$ cat config.mk
export PLATFORM = sky130hd
export DESIGN_NAME = uart_tx_ctrl_flat
export DESIGN_NICKNAME = d
export VERILOG_FILES = /design/src/rtl/uart_pkg.sv /design/src/rtl/uart_tx_ctrl_if.sv /design/src/rtl/uart_bit_timer.sv /design/src/rtl/uart_tx_ctrl.sv /design/src/flat_wrapper.sv
export SDC_FILE = /design/constraint.sdc
export NUM_CORES = 1
export LEC_CHECK = 0
export CAP_MARGIN = 20
export CORE_MARGIN = 1
export CORE_UTILIZATION = 43
export DETAILED_ROUTE_END_ITERATION = 8
export PLACE_DENSITY_LB_ADDON = 0.1
export SLEW_MARGIN = 20
export SYNTH_ARGS = -nofsm -noshare
export SYNTH_HDL_FRONTEND = slang
export SYNTH_HIERARCHICAL = 1
export SYNTH_SLANG_ARGS = --single-unit
export TNS_END_PERCENT = 30
$ cat constraint.sdc
create_clock -name clk -period 1.8 [get_ports clk]
set_input_delay 0.18 -clock clk [delete_from_list [all_inputs] [get_ports clk]]
set_output_delay 0.18 -clock clk [all_outputs]
set_load 0.02 [all_outputs]
$ cat src/rtl/uart_pkg.sv
// Shared UART definitions used by the TX controller, the RX path and the parity
// calculator.
//   DATA_W            : serial payload width in bits
//   PAR_EVEN/PAR_ODD  : encoding of par_type / parity_type
//   uart_state_e      : frame sequencing states
package uart_pkg;

    localparam int   DATA_W   = 8;
    localparam logic PAR_EVEN = 1'b1;
    localparam logic PAR_ODD  = 1'b0;

    typedef enum logic [2:0] {
        IDLE   = 3'd0,
        START  = 3'd1,
        DATA   = 3'd2,
        PARITY = 3'd3,
        STOP   = 3'd4
    } uart_state_e;

endpackage

$ cat src/rtl/uart_tx_ctrl_if.sv
// Handshake bundle between the TX byte source, the parity calculator and the
// UART transmit controller.
//   p_data/data_valid/par_en/par_type : byte request from the source
//   parity_i                          : registered parity bit from the calculator
//   parity_data/parity_type/parity_en : latched byte, type and capture strobe to the calculator
//   tx_out                            : serial line, idle high
//   busy                              : frame in flight
// master = environment side (source + parity calculator), slave = controller.
interface uart_tx_ctrl_if;
    import uart_pkg::*;

    logic [DATA_W-1:0] p_data;
    logic              data_valid;
    logic              par_en;
    logic              par_type;
    logic              parity_i;
    logic [DATA_W-1:0] parity_data;
    logic              parity_type;
    logic              parity_en;
    logic              tx_out;
    logic              busy;

    modport master (
        output p_data, data_valid, par_en, par_type, parity_i,
        input  parity_data, parity_type, parity_en, tx_out, busy
    );

    modport slave (
        input  p_data, data_valid, par_en, par_type, parity_i,
        output parity_data, parity_type, parity_en, tx_out, busy
    );

endinterface

$ cat src/rtl/uart_bit_timer.sv
// Serial bit period timer. Down-counter reloaded with CLKS_PER_BIT-1 on restart
// and on every terminal count, so bit_done ticks once every CLKS_PER_BIT cycles
// while en is high.
//   clk      : clock
//   rst      : synchronous reset, active high
//   restart  : reload counter (start of a frame)
//   en       : count enable (frame in flight)
//   bit_done : one-cycle tick on the last cycle of a bit period
module uart_bit_timer #(
    parameter int CLKS_PER_BIT = 16
) (
    input  logic clk,
    input  logic rst,
    input  logic restart,
    input  logic en,
    output logic bit_done
);

    localparam int             CW     = (CLKS_PER_BIT > 1) ? $clog2(CLKS_PER_BIT) : 1;
    localparam logic [CW-1:0]  RELOAD = CW'(CLKS_PER_BIT - 1);

    logic [CW-1:0] cnt_q;

    assign bit_done = en && (cnt_q == '0);

    always_ff @(posedge clk) begin
        if (rst) begin
            cnt_q <= '0;
        end else if (restart || bit_done) begin
            cnt_q <= RELOAD;
        end else if (en) begin
            cnt_q <= cnt_q - CW'(1);
        end
    end

endmodule

$ cat src/rtl/uart_tx_ctrl.sv
// UART transmit frame controller. Accepts one byte per handshake while idle and
// shifts it out LSB-first as start, 8 data bits, optional parity, stop.
//   clk  : clock, all logic on posedge
//   rst  : synchronous reset, active high; aborts any frame, line returns high
//   bus  : uart_tx_ctrl_if.slave (byte request, parity calculator link, tx_out, busy)
//
// state  | meaning
// IDLE   | line high, waiting for data_valid
// START  | start bit (low)
// DATA   | data bit idx_q of the latched byte
// PARITY | parity bit returned by the calculator (only when par_en latched)
// STOP   | stop bit (high); returns to IDLE at its end
module uart_tx_ctrl
    import uart_pkg::*;
#(
    parameter int CLKS_PER_BIT = 16
) (
    input  logic           clk,
    input  logic           rst,
    uart_tx_ctrl_if.slave  bus
);

    localparam int            IW       = $clog2(DATA_W);
    localparam logic [IW-1:0] LAST_IDX = IW'(DATA_W - 1);

    uart_state_e       state_q, state_nxt;
    logic [IW-1:0]     idx_q, idx_nxt, idx_inc;
    logic [DATA_W-1:0] data_q;
    logic              par_en_q;
    logic              par_type_q;
    logic              par_pulse_q;
    logic              tx_q, tx_nxt;
    logic              accept;
    logic              bit_done;

    uart_bit_timer #(.CLKS_PER_BIT(CLKS_PER_BIT)) u_bit_timer (
        .clk      (clk),
        .rst      (rst),
        .restart  (accept),
        .en       (state_q != IDLE),
        .bit_done (bit_done)
    );

    assign idx_inc = idx_q + IW'(1);

    // tx_nxt is the line level for the state being entered, so the registered
    // tx_out changes on the same edge as the state.
    always_comb begin
        state_nxt = state_q;
        idx_nxt   = idx_q;
        tx_nxt    = tx_q;
        accept    = 1'b0;
        unique case (state_q)
            IDLE: begin
                tx_nxt = 1'b1;
                if (bus.data_valid) begin
                    accept    = 1'b1;
                    state_nxt = START;
                    idx_nxt   = '0;
                    tx_nxt    = 1'b0;
                end
            end
            START: begin
                if (bit_done) begin
                    state_nxt = DATA;
                    idx_nxt   = '0;
                    tx_nxt    = data_q[0];
                end
            end
            DATA: begin
                if (bit_done) begin
                    if (idx_q == LAST_IDX) begin
                        if (par_en_q) begin
                            state_nxt = PARITY;
                            tx_nxt    = bus.parity_i;
                        end else begin
                            state_nxt = STOP;
                            tx_nxt    = 1'b1;
                        end
                    end else begin
                        idx_nxt = idx_inc;
                        tx_nxt  = data_q[idx_inc];
                    end
                end
            end
            PARITY: begin
                if (bit_done) begin
                    state_nxt = STOP;
                    tx_nxt    = 1'b1;
                end
            end
            STOP: begin
                if (bit_done) begin
                    state_nxt = IDLE;
                    tx_nxt    = 1'b1;
                end
            end
            default: begin
                state_nxt = IDLE;
                tx_nxt    = 1'b1;
            end
        endcase
    end

    always_ff @(posedge clk) begin
        if (rst) begin
            state_q     <= IDLE;
            idx_q       <= '0;
            data_q      <= '0;
            par_en_q    <= 1'b0;
            par_type_q  <= 1'b0;
            par_pulse_q <= 1'b0;
            tx_q        <= 1'b1;
        end else begin
            state_q     <= state_nxt;
            idx_q       <= idx_nxt;
            tx_q        <= tx_nxt;
            par_pulse_q <= accept;
            if (accept) begin
                data_q     <= bus.p_data;
                par_en_q   <= bus.par_en;
                par_type_q <= bus.par_type;
            end
        end
    end

    assign bus.tx_out      = tx_q;
    assign bus.busy        = (state_q != IDLE);
    assign bus.parity_data = data_q;
    assign bus.parity_type = par_type_q;
    assign bus.parity_en   = par_pulse_q;

endmodule

$ cat src/flat_wrapper.sv
// flat-port wrapper written by rule: the top's interface ports become plain ports
module uart_tx_ctrl_flat import uart_pkg::*;
#(
    parameter int CLKS_PER_BIT = 16
)
  (clk, rst, bus_p_data, bus_data_valid, bus_par_en, bus_par_type, bus_parity_i, bus_parity_data, bus_parity_type, bus_parity_en, bus_tx_out, bus_busy);
  uart_tx_ctrl_if bus_i ();
  input  logic clk;
  input  logic rst;
  input wire logic [$bits(bus_i.p_data)-1:0] bus_p_data;
  input wire logic [$bits(bus_i.data_valid)-1:0] bus_data_valid;
  input wire logic [$bits(bus_i.par_en)-1:0] bus_par_en;
  input wire logic [$bits(bus_i.par_type)-1:0] bus_par_type;
  input wire logic [$bits(bus_i.parity_i)-1:0] bus_parity_i;
  output wire logic [$bits(bus_i.parity_data)-1:0] bus_parity_data;
  output wire logic [$bits(bus_i.parity_type)-1:0] bus_parity_type;
  output wire logic [$bits(bus_i.parity_en)-1:0] bus_parity_en;
  output wire logic [$bits(bus_i.tx_out)-1:0] bus_tx_out;
  output wire logic [$bits(bus_i.busy)-1:0] bus_busy;
  assign bus_i.p_data = bus_p_data;
  assign bus_i.data_valid = bus_data_valid;
  assign bus_i.par_en = bus_par_en;
  assign bus_i.par_type = bus_par_type;
  assign bus_i.parity_i = bus_parity_i;
  assign bus_parity_data = bus_i.parity_data;
  assign bus_parity_type = bus_i.parity_type;
  assign bus_parity_en = bus_i.parity_en;
  assign bus_tx_out = bus_i.tx_out;
  assign bus_busy = bus_i.busy;
  uart_tx_ctrl #(.CLKS_PER_BIT(CLKS_PER_BIT)) u_core (.clk(clk), .rst(rst), .bus(bus_i));
endmodule
==> impl_metrics.ini, run 1 <==
[critical_path]
ff2ff_path_depth = 8
required_ns = 2.06
crit_end = u_core/bus.tx_out
r2r_end = u_core/bus.tx_out
startpoint = u_core/u_bit_timer/cnt_q[0]
cp-end-kind = flip-flop
rrSetupSlack_ns = 0.13
critical_path_class = flip-flop to flip-flop
reg2reg_from = u_core/u_bit_timer/cnt_q[0]
cp_max_fo = 6
arrival_ns = 1.93
worstSetupStartpointType = flip-flop

[timing]
finalSetupViolations = 0
final_max_slew_viol_count = 0
relSlewSlack = 0.755
tightest_slew_ns = 0.366
fmax_ghz = 0.598
timing.final.ws_setup_ns = 0.127
finalCritPeriodShare = 0.930
fin_worst_skew_ns = 0.00231
rsz0062_at_grt = no
hold_ws_ns = 0.399
finalHoldViolations = 0
fin_crit_ns = 1.67

[yosys]
synthDistinctLibCells = 38
yosys_warnings = 6
postSynthCellCount = 132
synth-seq-cells = 22
yosys.area.top_type = dfxtp_1
netlist.area_leader.share = 0.400
syn_area_per_cell_um2 = 8.34
synthTopCellsByArea = dfxtp_1 (40%), nand2_1 (9.2%), a21oi_1 (8.2%)
yosysSeqAreaShare = 0.400
syn_area_um2 = 1100
syn_nets = 150

[power_and_ir_drop]
powerDensity_nw_per_um2 = 803
power_switching_uw = 326
swShare = 0.269
comb_power_share = 0.223
clkPwrFrac = 0.322
cellLeakagePower_uw = 0.000580
total_power_uw = 1210
vdd_ir_drop_max_mv = 0.595
p_int_uw = 884
power.share.sequential = 0.455

[route]
drtPass1Iterations = 4
detail_route.wl_per_cell_um = 13.2
drtAntennaViolNets = 0
viasPerCell = 5.27
num_vias = 1022
drt-initial-drc-count = 27
drc = 0
wl_um = 2560

[final_layout]
antenna_cells = 0
stdcell_count = 194
multi_input_area_um2 = 624
synthToLayoutAreaGrowth_pct = 36.8
nNetsFinal = 185
register_area_um2 = 440
drive_gt1_frac = 0.145
num-fill-cells = 195

[die]
ioPinCount = 26
start_util = 0.475
core_area_um2 = 2320
dieArea_um2 = 2770
num_rows = 17
die_w_um = 52.6
die_h_um = 52.6

[grt]
grt_max_degree = 14
track_usage = 0.206
grt_pass1_vias = 1006
antenna_found_initial = 0
grt_pass1_wl_um = 4200
grt_overflow = 0

[cts]
cts_tree = yes
root_buffer = clkbuf_4
insertion_delay_ns = 0.31
clockBufferDepth = 2
cts_sinks = 22
cts_buffers = 3
cts.clk_slew.worst_paths_ns = 0.13
cts_hold_buf = 0
cts_htree_levels = 1

[status]
status = finished, final reports clean

[placement]
port_buffers = 25
dp_hpwl_um = 1960
dpl_worst_slack_ns = 0.0822
placed_cells = 190
gp_congestion = 0.824

[hold_path]
hp-class = input port to flip-flop
min_delay_path_depth = 3

[flow_run]
drv_cap = 0
-- flip-flops by register name (all words and copies together) (netlist names) --
name / count
u_core/bus.parity_type: 1
u_core/bus.parity_en: 1
u_core/state_q: 3
u_core/bus.parity_data: 8
u_core/bus.tx_out: 1
u_core/par_en_q: 1
u_core/idx_q: 3
u_core/u_bit_timer/cnt_q: 4
-- worst min-delay path by stage --
| stage | startpoint | end |
|---|---|---|
| 2_1_floorplan | rst | u_core/u_bit_timer/cnt_q[3] |
| 3_3_place_gp | u_core/bus.parity_type | u_core/bus.parity_type |
| 3_5_place_dp | u_core/bus.parity_type | u_core/bus.parity_type |
| 4_1_cts | bus_p_data[5] | u_core/bus.parity_data[5] |
| 5_1_grt | bus_p_data[0] | u_core/bus.parity_data[0] |
| 6_report | bus_p_data[5] | u_core/bus.parity_data[5] |
-- routing by layer --
layer	GRT usage	vias to the layer above	wire length [µm]
li1	-	527	-
met1	0.256	473	1220
met2	0.346	20	1230
met3	0.0406	2	94
met4	0.0833	0	14
met5	0	-	0
-- cells in the final DEF, fill, tap and decap left out, types with 2 or more instances in the layout --
master,count
a21oi_1,18
buf_4,11
clkbuf_4,3
clkdlybuf4s50_1,24
dfxtp_1,22
ha_1,4
inv_1,5
mux2i_1,3
nand2_1,27
nand2b_1,4
nand3_1,4
nor2_1,7
nor2b_1,2
o21ai_0,3
or3b_1,2
-- cells in the mapped netlist --
cell	number
a21boi_0	1
a21oi_1	18
a221oi_2	1
a311oi_1	1
a31oi_2	1
and3b_2	1
and4_1	1
and4bb_2	1
buf_2	4
clkbuf_1	2
dfxtp_1	22
ha_1	4
inv_1	6
mux2i_1	3
mux4_2	1
nand2_1	27
nand2b_1	4
nand3_1	4
nand3b_1	1
nand4_1	1
nand4bb_1	1
nor2_1	7
nor2_2	1
nor2b_1	2
nor2b_4	1
nor3_1	1
nor3b_1	1
nor4_1	1
o211ai_1	1
o21ai_0	3
o21ai_1	1
o22ai_1	1
o31a_1	1
or3_1	1
or3b_1	2
or4b_1	1
xnor2_1	1
xor2_1	1
-- kinds of logic after synthesis --
logic type | share of synthesized area
mux | 0.0477
compound gates | 0.160
simple gates | 0.285
buf+inv | 0.0455
xor+xnor | 0.0159
fa+ha+maj | 0.0455
flops | 0.400
-- power by group through the flow --
stage	clock network, µW	registers, µW	logic [µW]
final	390	550	270
after CTS	396	550	268
after global routing	412	554	297
after global placement	0	559	263
after floorplan	0	577	138
after detailed placement	0	561	269
-- final cells by class --
class                           count  share of cell area
Sequential cell                    22               0.292
Clock inverter                      1              0.0199
Inverter                            6              0.0150
Clock buffer                        3              0.0150
Tap cell                           28              0.0233
Timing Repair Buffer               36               0.220
Multi-Input combinational cell     98               0.414
-- per-stage QoR --
step           TNS, ns  cell area, µm²  utilization
3_5_place_dp         0            1450        0.624
5_1_grt              0            1510        0.650
2_1_floorplan  -0.0182            1110            -
3_3_place_gp         0            1450        0.624
4_1_cts              0            1500        0.646
6_report             0            1510        0.650
-- timing repair --
action / in CTS / in global routing
setup endpoints to repair: 1 / 2
setup buffers: 0 / 0
resized for setup: 1 / 1
pin swaps: 0 / 0
-- worst max-delay path: stages (launching register included) --
cell	delay [ns]
dfxtp_1	0.39
inv_1	0.07
ha_1	0.20
and4bb_2	0.28
buf_4	0.17
nor2b_1	0.10
o22ai_1	0.08
and4_1	0.21
a21oi_1	0.12
No activity file was read; power rests on OpenSTA's default activity.
==> run 2, diff against run 1 <==
ABC_CLOCK_PERIOD_IN_PS = 1800   (was unset)
CTS_CLUSTER_SIZE = 25   (was unset)
==> results of run 2 <==
Same layout as run 1: the final DEF is identical, and so are final timing and power.
==> run 3, diff against run 2 <==
CORE_UTILIZATION = 46   (was 43)
CTS_BUF_LIST = sky130_fd_sc_hd__clkbuf_4 sky130_fd_sc_hd__clkbuf_8   (was unset)
==> impl_metrics.ini, run 3 (same netlist as run 1, synthesis figures left out) <==
[status]
status = finished, final reports clean

[final_layout]
final_common_cell = nand2_1
synthToLayoutAreaGrowth_pct = 34.7
largest_reg_flops = 8
nNetsFinal = 184
final_cell_mix = nand2_1 (27), clkdlybuf4s50_1 (24), dfxtp_1 (22)
multi_input_area_um2 = 624
register_area_um2 = 440
drive_gt1_frac = 0.139
antenna_cells = 0
final_util = 0.664
num-fill-cells = 196

[critical_path]
cp-end-kind = flip-flop
reg2reg_from = u_core/u_bit_timer/cnt_q[0]
cp.buffers_inverters = 2
worstSetupStartpointType = flip-flop
arrival_ns = 1.92
cp_top_family = simple AND/OR/NAND/NOR gates
r2r_end = u_core/bus.tx_out
cp_max_fo = 7
slowest_stage = dfxtp_1
startpoint = u_core/u_bit_timer/cnt_q[0]
critPathMaxStageDelay_ns = 0.38
ff2ff_path_depth = 8
cp_cell_sequence = inv_1 > ha_1 > and4bb_2 > buf_4 > nor2b_1 > o22ai_1 > and4_1 > a21oi_1
rrSetupSlack_ns = 0.12
required_ns = 2.04
critical_path_class = flip-flop to flip-flop

[die]
num_rows = 17
die_h_um = 50.9
start_util = 0.493
ioPinCount = 26
core_area_um2 = 2230
die_w_um = 50.9
dieArea_um2 = 2590

[timing]
hold_ws_ns = 0.417
fin_worst_skew_ns = 0.00448
rsz0062_at_grt = no
fin_crit_ns = 1.68
finalHoldViolations = 0
fmax_ghz = 0.595
finalCritPeriodShare = 0.934
relSlewSlack = 0.768
finalSetupViolations = 0
tightest_slew_ns = 0.347
final_max_slew_viol_count = 0

[route]
drtPass1Iterations = 4
detail_route.wl_per_cell_um = 12.7
num_vias = 1028
viasPerCell = 5.33
drt-initial-drc-count = 32
drtAntennaViolNets = 0
drc = 0
wl_um = 2450

[cts]
root_buffer = clkbuf_4
postCtsSetupRepairBufs = 0
insertion_delay_ns = 0.30
cts_buffers = 3
cts_tree = yes
cts_hold_buf = 0
cts_sinks = 22
clockBufferDepth = 2
cts-resized-gates = 1
cts_htree_levels = 1
cts.clk_slew.worst_paths_ns = 0.12

[placement]
dp_hpwl_um = 1900
gp_congestion = 0.850
port_buffers = 25

[power_and_ir_drop]
powerDensity_nw_per_um2 = 733
vdd_ir_drop_max_mv = 0.637
total_power_uw = 1090
cellLeakagePower_uw = 0.000568

[grt]
grt_pass1_vias = 984
grt_pass1_wl_um = 4120
globalRouteMet1Util = 0.268
grt_max_degree = 17
grt_overflow = 0
antenna_found_initial = 0
grt.met2_usage = 0.368
met3_usage = 0.0179
track_usage = 0.210
busiest_layer = met2

[hold_path]
hp-class = input port to flip-flop
hold_start = bus_p_data[5]
min_to = u_core/bus.parity_data[5]
min_delay_path_depth = 3

[flow_run]
drv_cap = 0
## run 3: worst max-delay path by stage
stage                             end  slack, ns  cells past startpoint
global placement      u_core/idx_q[0]       0.07                      5
global route          u_core/idx_q[0]       0.01                      7
floorplan             u_core/idx_q[0]      -0.02                      8
detailed placement    u_core/idx_q[0]      0.009                      5
CTS                   u_core/idx_q[0]       0.10                      7
finish              u_core/bus.tx_out       0.12                      8
## run 3: cell type report
| cell class | instances | share of cell area |
|---|---|---|
| Clock buffer | 4 | 0.0245 |
| Inverter | 6 | 0.0152 |
| Multi-Input combinational cell | 98 | 0.421 |
| Sequential cell | 22 | 0.297 |
| Tap cell | 28 | 0.0236 |
| Timing Repair Buffer | 35 | 0.219 |
## run 3: where the power goes
part / switching [µW] / total [µW] / internal, µW
sequential: 27.7 / 550 / 522
clock: 143 / 266 / 123
combinational: 135 / 271 / 136
## run 3: metal layers
metal | share of wire | wire, µm | up-vias
li1 | - | - | 521
met1 | 0.47 | 1150 | 485
met2 | 0.50 | 1230 | 20
met3 | 0.023 | 57 | 2
met4 | 0.0049 | 12 | 0
met5 | 0 | 0 | -
## run 3: through the flow
step / area [µm²] / std cells / setup slack [ns] / setup TNS, ns
detailed placement: 1440 / 189 / 0.00922 / 0
global placement: 1440 / 189 / 0.0710 / 0
finish: 1480 / 193 / 0.120 / 0
global route: 1480 / 193 / 0.0142 / 0
CTS: 1470 / 193 / 0.104 / 0
floorplan: 1110 / 132 / -0.0182 / -0.0182
## run 3: worst register-to-register path, stage by stage, from the launching register on
cell and delay [ns]:
dfxtp_1 0.38, inv_1 0.08, ha_1 0.22, and4bb_2 0.28, buf_4 0.17, nor2b_1 0.11
o22ai_1 0.08, and4_1 0.20, a21oi_1 0.11
